$ cat config.mk
export PLATFORM = sky130hd
export DESIGN_NAME = regfile_wb_arbiter
export DESIGN_NICKNAME = d
export VERILOG_FILES = /design/src/rtl/regfile_wb_arbiter.sv
export SDC_FILE = /design/constraint.sdc
export NUM_CORES = 1
export LEC_CHECK = 0
export ABC_AREA = 1
export CORE_MARGIN = 3
export CORE_UTILIZATION = 40
export CTS_BUF_LIST = sky130_fd_sc_hd__clkbuf_8
export DETAILED_ROUTE_END_ITERATION = 10
export PLACE_DENSITY = 0.81
export RECOVER_POWER = 50
export SYNTH_ARGS = -nofsm -noshare
export SYNTH_HDL_FRONTEND = slang
export SYNTH_SLANG_ARGS = --single-unit
$ cat constraint.sdc
create_clock -name clk -period 2 [get_ports clk]
set_input_delay 0.4 -clock clk [delete_from_list [all_inputs] [get_ports clk]]
set_output_delay 0.4 -clock clk [all_outputs]
set_load 0.005 [all_outputs]
$ cat src/rtl/regfile_wb_arbiter.sv
// Arbitrates the EX/MEM write-backs onto the single RegFile write port and tracks which registers still have a pending write (build option: WB_ARB_ROUND_ROBIN_EN).
// Latency: a transfer drives rf_enable in the next cycle, and a busy bit clears on the same edge that the register file captures the write.
// Backpressure: the losing requester sees ready low until it wins; ready is never high during reset or without its valid.
module regfile_wb_arbiter #(
    parameter int NREGS  = 32,
    parameter int DATA_W = 32
) (
    input  logic              clk,
    input  logic              rst,
    input  logic              ex_valid,
    input  logic [5:0]        ex_addr,
    input  logic [DATA_W-1:0] ex_data,
    output logic              ex_ready,
    input  logic              mem_valid,
    input  logic [5:0]        mem_addr,
    input  logic [DATA_W-1:0] mem_data,
    output logic              mem_ready,
    input  logic              iss_set,
    input  logic [5:0]        iss_addr,
    input  logic [5:0]        chk_addr_1,
    input  logic [5:0]        chk_addr_2,
    output logic              busy_1,
    output logic              busy_2,
    output logic [5:0]        rf_write_addr,
    output logic [DATA_W-1:0] rf_input_data,
    output logic              rf_enable,
    output logic              sb_conflict
);

    localparam int IDX_W = $clog2(NREGS);

    logic             grant_ex;
    logic             grant_mem;
    logic [NREGS-1:0] busy_q;
    logic [NREGS-1:0] set_mask;
    logic [NREGS-1:0] clr_mask;

`ifdef WB_ARB_ROUND_ROBIN_EN
    // Last contended winner; reset to "mem" so the first contention goes to ex.
    logic rr_last_mem;

    always_ff @(posedge clk) begin
        if (rst)
            rr_last_mem <= 1'b1;
        else if (ex_valid && mem_valid)
            rr_last_mem <= grant_mem;
    end
`endif

    always_comb begin
        grant_ex  = 1'b0;
        grant_mem = 1'b0;
        if (!rst) begin
            if (ex_valid && mem_valid) begin
`ifdef WB_ARB_ROUND_ROBIN_EN
                if (rr_last_mem)
                    grant_ex = 1'b1;
                else
                    grant_mem = 1'b1;
`else
                grant_mem = 1'b1;
`endif
            end else if (ex_valid) begin
                grant_ex = 1'b1;
            end else if (mem_valid) begin
                grant_mem = 1'b1;
            end
        end
    end

    assign ex_ready  = grant_ex;
    assign mem_ready = grant_mem;

    // Writes to r0 are accepted but dropped: no enable, and addr/data keep their old values.
    always_ff @(posedge clk) begin
        if (rst) begin
            rf_enable     <= 1'b0;
            rf_write_addr <= '0;
            rf_input_data <= '0;
        end else begin
            rf_enable <= 1'b0;
            if (grant_ex && ex_addr != 6'd0) begin
                rf_enable     <= 1'b1;
                rf_write_addr <= ex_addr;
                rf_input_data <= ex_data;
            end else if (grant_mem && mem_addr != 6'd0) begin
                rf_enable     <= 1'b1;
                rf_write_addr <= mem_addr;
                rf_input_data <= mem_data;
            end
        end
    end

    // Bit 0 is never set, so r0 always reads as not busy.
    always_comb begin
        set_mask = '0;
        clr_mask = '0;
        for (int i = 1; i < NREGS; i++) begin
            set_mask[i] = iss_set && (int'(iss_addr) == i);
            clr_mask[i] = rf_enable && (int'(rf_write_addr) == i);
        end
    end

    always_ff @(posedge clk) begin
        if (rst) begin
            busy_q      <= '0;
            sb_conflict <= 1'b0;
        end else begin
            busy_q      <= (busy_q & ~clr_mask) | set_mask;
            sb_conflict <= |(set_mask & busy_q & ~clr_mask);
        end
    end

    always_comb begin
        busy_1 = 1'b0;
        busy_2 = 1'b0;
        if (int'(chk_addr_1) < NREGS)
            busy_1 = busy_q[chk_addr_1[IDX_W-1:0]];
        if (int'(chk_addr_2) < NREGS)
            busy_2 = busy_q[chk_addr_2[IDX_W-1:0]];
    end

endmodule

# Word level (Yosys, flattened, before mapping)
# Index checks and enable logic that the tools add are counted.
dict set report classes {
  magnitude_cmp 4
  n_eq_ne 62
  muxes 19
  n_bitwise 5
  reduce_logical 69
}
# operator count
set op_table {}
lappend op_table {{== test 6 bit, second input constant} 32}
lappend op_table {{AND 32 bit} 3}
lappend op_table {{== test 6 x 5 -> 1 bit, second input constant} 16}
lappend op_table {{logical AND 1 bit} 65}
lappend op_table {{two-way mux 32 bit} 2}
lappend op_table {{== test 6 x 4 -> 1 bit, second input constant} 8}
lappend op_table {{NOT 32 bit} 1}
lappend op_table {{OR 32 bit} 1}
lappend op_table {{OR reduction 32 bit} 1}
lappend op_table {{== test 6 x 3 -> 1 bit, second input constant} 4}
lappend op_table {{two-way mux 1 bit} 13}
lappend op_table {{== test 6 x 2 -> 1 bit, second input constant} 2}
lappend op_table {{less-than comparator 5 x 6 -> 1 bit, second input constant} 2}
lappend op_table {{less-than comparator 6 bit, second input constant} 2}
lappend op_table {{two-way mux 6 bit} 2}
lappend op_table {{nonzero test 6 bit} 2}
lappend op_table {{binary-select mux 1 bit (select 5 bit)} 2}
lappend op_table {{nonzero test 2 bit} 1}
dict set report word_totals {
  reg_bits 72
  in_bits 99
}

# Depth between registers and ports, before layout
dict set report logic_depth {
  depth_word 7
  depth_mapped 11
  depth_no_buf 10
}

# Least setup slack after synthesis
# OpenSTA, ideal clock, no wires.
dict set report synth_path {
  kind {input -> output}
  start {in chk_addr_1[0]}
  end {out busy_1}
  arrival_time_ps 1351
  required_time_ps 1600
  setup_slack_ps 249
  stages 9
  n_path_buf 2
  cell_sequence {clkbuf_2 -> inv_1 -> buf_2 -> o21ai_0 -> o211ai_1 -> nand3_1 -> nand2_1 -> nor2_1 -> nor2_1}
}
dict set report synth_between {
  elab_chain_len 3
}
# element line
set synth_lines {}
lappend synth_lines {{from (decl)} 20} ;# input logic [5:0] chk_addr_1,
lappend synth_lines {{binary-select mux 1 bit (select 5 bit)} 118} ;# busy_1 = busy_q[chk_addr_1[IDX_W-1:0]];
lappend synth_lines {{two-way mux 1 bit (not written as such)} 118}
lappend synth_lines {{two-way mux 1 bit (*)} 117} ;# if (int'(chk_addr_1) < NREGS)
lappend synth_lines {{to (decl)} 22} ;# output logic busy_1,
# Every way passes the cells marked *; elsewhere a longest branch is shown, timed or not. The select of a mux whose other input is x is not followed.

# Final worst setup path
dict set report layout_path {
  start {in iss_addr[2]}
  end {reg sb_conflict}
}
dict set report layout_between {
  elab_chain_len 5
}
# element line
set layout_lines {}
lappend layout_lines {{from (decl)} 19} ;# input logic [5:0] iss_addr,
lappend layout_lines {{== test 6 x 2 -> 1 bit, or another cell as far along} 99} ;# set_mask[i] = iss_set && (int'(iss_addr) == i);
lappend layout_lines {{logical AND 1 bit} 99}
lappend layout_lines {{AND 32 bit (*) (2 in a row)} 110} ;# sb_conflict <= |(set_mask & busy_q & ~clr_mask);
lappend layout_lines {{OR reduction 32 bit (*)} 110}
lappend layout_lines {{to (signal assigned)} 110}
lappend layout_lines {{to (decl)} 27} ;# output logic sb_conflict
# Every way passes the cells marked *; elsewhere a longest branch is shown, timed or not.
# A chain may end at the register's enable or synchronous reset.

==> out/qor.csv <==
stage,metric,value,unit
layout,mostFrequentLayoutCells,"nor2_1, nand2_1, clkdlybuf4s50_1",
timing,fmax,520,MHz
layout,drive_gt1_share,14.8,%
timing,worst_slew_pin_slew,752,ps
setup_path,r2r-end,sb_conflict$_SDFF_PP0_,
global_routing,grt_max_degree,71,
setup_path,rr_worst_depth,11,
worst_hold_path,hp-class,register to register,
setup_path,cp_cell_sequence,dlygate4sd3_1 -> inv_1 -> nor2_1 -> nand2_1 -> nor2_1 -> nand3_1 -> nand2_1 -> nor2_1 -> nand2_1 -> nor2_1 -> a21oi_1,
layout,final_common_cell,nor2_1,
layout,num-fill-cells,895,
worst_hold_path,hp-start,rf_input_data[16]$_SDFFE_PP0P_,
layout,final-seq-area,1470,um2
yosys,avgSynthCellArea,6.00,um2
layout,post-route-util,64.4,%
status,status,"complete, no violations",
power,power.density,522,nW/um2
routing,wire_per_inst,14.6,um
global_routing,grt_overflow,0,
global_routing,antenna_found_initial,0,
timing,hold_viol,0,
floorplanning,die_w,108,um
setup_path,r2r_slack,190,ps
setup_path,crit_top_cell,nor2_1,
timing,setup_violations,0,
timing,skew,8.50,ps
yosys,ys_seq_elements,71,
yosys,syn_area,4160,um2
routing,viasPerCell,5.13,
routing,via_count,5244,
global_routing,track_usage,25.8,%
layout,antenna_cells,0,
layout,syn2layout_area_growth,54.2,%
yosys,yosys_warnings,0,
layout,multi_input_area,2430,um2
setup_path,crit_required,2250,ps
place,hpwlAfterDp,11400,um
routing,drt_iter0_markers,391,
global_routing,grt_pass1_vias,4996,
timing,fin_crit,1920,ps
setup_path,crit_type,primary input to register,
floorplanning,die-area,11600,um2
place,finalWeightedCongestion,0.992,
yosys,synth_cell_type_count,26,
setup_path,cp_slowest_stage_delay,590,ps
timing,timing.final.crit_share,96.2,%
floorplanning,start_util,41.7,%
clock_tree,cts.sinks,71,
floorplanning,coreArea,9950,um2
setup_path,critPathTopFamily,simple AND/OR/NAND/NOR gates,
clock_tree,clk_pin_slew,80,ps
setup_path,path_buf_inv,2,
routing,wl,14900,um
routing,dr.pass1.iters,5,
setup_path,cp.arrival,2180,ps
flow_run,maxCapViolations,0,
clock_tree,numCtsBuffers,9,
setup_path,rr_startpoint,rf_write_addr[5]$_SDFFE_PP0P_,
worst_hold_path,holdPathStages,2,
place,port_buffers,142,
power,p_leak,2.67,nW
yosys,syn_inst,693,
routing,antenna_left,0,
worst_hold_path,hold_path_end,rf_input_data[16]$_SDFFE_PP0P_,
setup_path,start_kind,primary input,
setup_path,worstSetupPathDepth,11,
timing,finalSetupTns,0,ps
timing,slew_viol_final,0,
routing,drc,0,
clock_tree,clockRootBuffer,clkbuf_8,
setup_path,cp_slowest_cell,dlygate4sd3_1,
setup_path,end_kind,register,
clock_tree,cts-htree-levels,3,
floorplanning,std_cell_rows,36,
yosys,synth_nets,792,
setup_path,cp_max_fo,4,
clock_tree,cts_max_path_buffers,2,
layout,final_nets,984,
clock_tree,insertion_delay,340,ps
clock_tree,hold_buffers,0,
floorplanning,die_h,108,um
floorplanning,num_io_pins,143,
power,ir_drop,310,uV
clock_tree,cts_tree,built,
global_routing,grt_pass1_wl,23800,um
yosys,ys_seq_area_share,34.2,%
timing,relSlewSlack,49.9,%
==> worst max path at each step <==
stage,start,end,slack (ps)
6_report,iss_addr[2],sb_conflict$_SDFF_PP0_,80
5_1_grt,chk_addr_1[0],busy_1,-10
4_1_cts,chk_addr_2[3],busy_2,3
3_5_place_dp,chk_addr_2[0],busy_2,-610
3_3_place_gp,chk_addr_2[0],busy_2,-610
2_1_floorplan,chk_addr_1[0],busy_1,250
==> cells in the mapped netlist <==
master    count  area share (%)
nand2_4       2            0.54
o21ai_0      45             5.4
o31ai_1       2            0.36
clkbuf_1     11            0.99
buf_6         2            0.54
inv_2         2            0.18
nand3_1      61             7.3
o211ai_1      4            0.72
a311oi_1      1            0.21
nand2_1     151              14
nand3b_1      1            0.18
inv_1        32             2.9
nor3b_1       1            0.18
buf_2        15             1.8
buf_4         4            0.72
or2_0         1            0.15
nor2_2        1            0.15
clkbuf_2      2            0.24
o221ai_1      4            0.84
nor2_4        3            0.81
o21ai_1      12             1.4
nand2_2       1            0.15
nor2_1      187              17
a21oi_1      76             9.2
o21ai_2       1            0.21
dfxtp_1      71              34
==> power by group <==
part | internal [W] | total [W] | switching (W)
Clock | 0.000449 | 0.00103 | 0.000580
Combinational | 0.000445 | 0.000811 | 0.000366
Sequential | 0.00146 | 0.00150 | 0.0000430
==> per-stage QoR <==
stage	hold slack (ps)	power [W]	area [um2]	instances	setup slack, ps
floorplan	461	0.00187	4160	693	249
global placement	451	0.00233	6090	997	-606
detailed placement	456	0.00234	6090	997	-610
CTS	466	0.00337	6330	1016	3.37
global route	479	0.00351	6410	1023	-12.2
finish	460	0.00334	6410	1023	75.8
==> logic make-up (layout without fill, tap and decap cells) <==
group           after synthesis  in the layout  synth area share (%)
simple gates                409            409                  40.0
flops                        71             71                  34.2
compound gates              145            145                  18.4
buf+inv                      68            265                  7.38
==> routing by layer <==
metal,up-vias,GRT usage (%),routed length [um]
met2,238,43.3,7110
li1,2648,-,-
met1,2321,30.0,5870
met5,-,0,0
met3,37,8.16,1500
met4,0,11.5,450
==> registers in the layout, summed over array words and instances, names as in the netlist <==
| signal | cells |
|---|---|
| rf_write_addr | 6 |
| rf_enable | 1 |
| rf_input_data | 32 |
| sb_conflict | 1 |
| busy_q | 31 |
==> final cells by class <==
cell class              instances  share of cell area (%)
inverters                      34                    2.07
clock buffers                   9                    1.93
well taps                     133                    2.60
repair buffers                215                    31.9
flip-flops and latches         71                    22.9
clock inverters                 7                   0.742
multi-input cells             554                    37.9
==> worst reg2reg max path: cells and delay by family (launching register included) <==
family / cells / cell delay [ps]
flops: 1 / 370
buf+inv: 2 / 270
compound gates: 1 / 110
simple gates: 8 / 890
==> repair_timing <==
| item | CTS | global route |
|---|---|---|
| resized for setup | 42 | 31 |
| setup endpoints to repair | 3 | 3 |
| pin swaps | 4 | 9 |
| cloned | 3 | 0 |
| buffers inserted | 0 | 7 |
No activity file was read; power rests on OpenSTA's default activity.
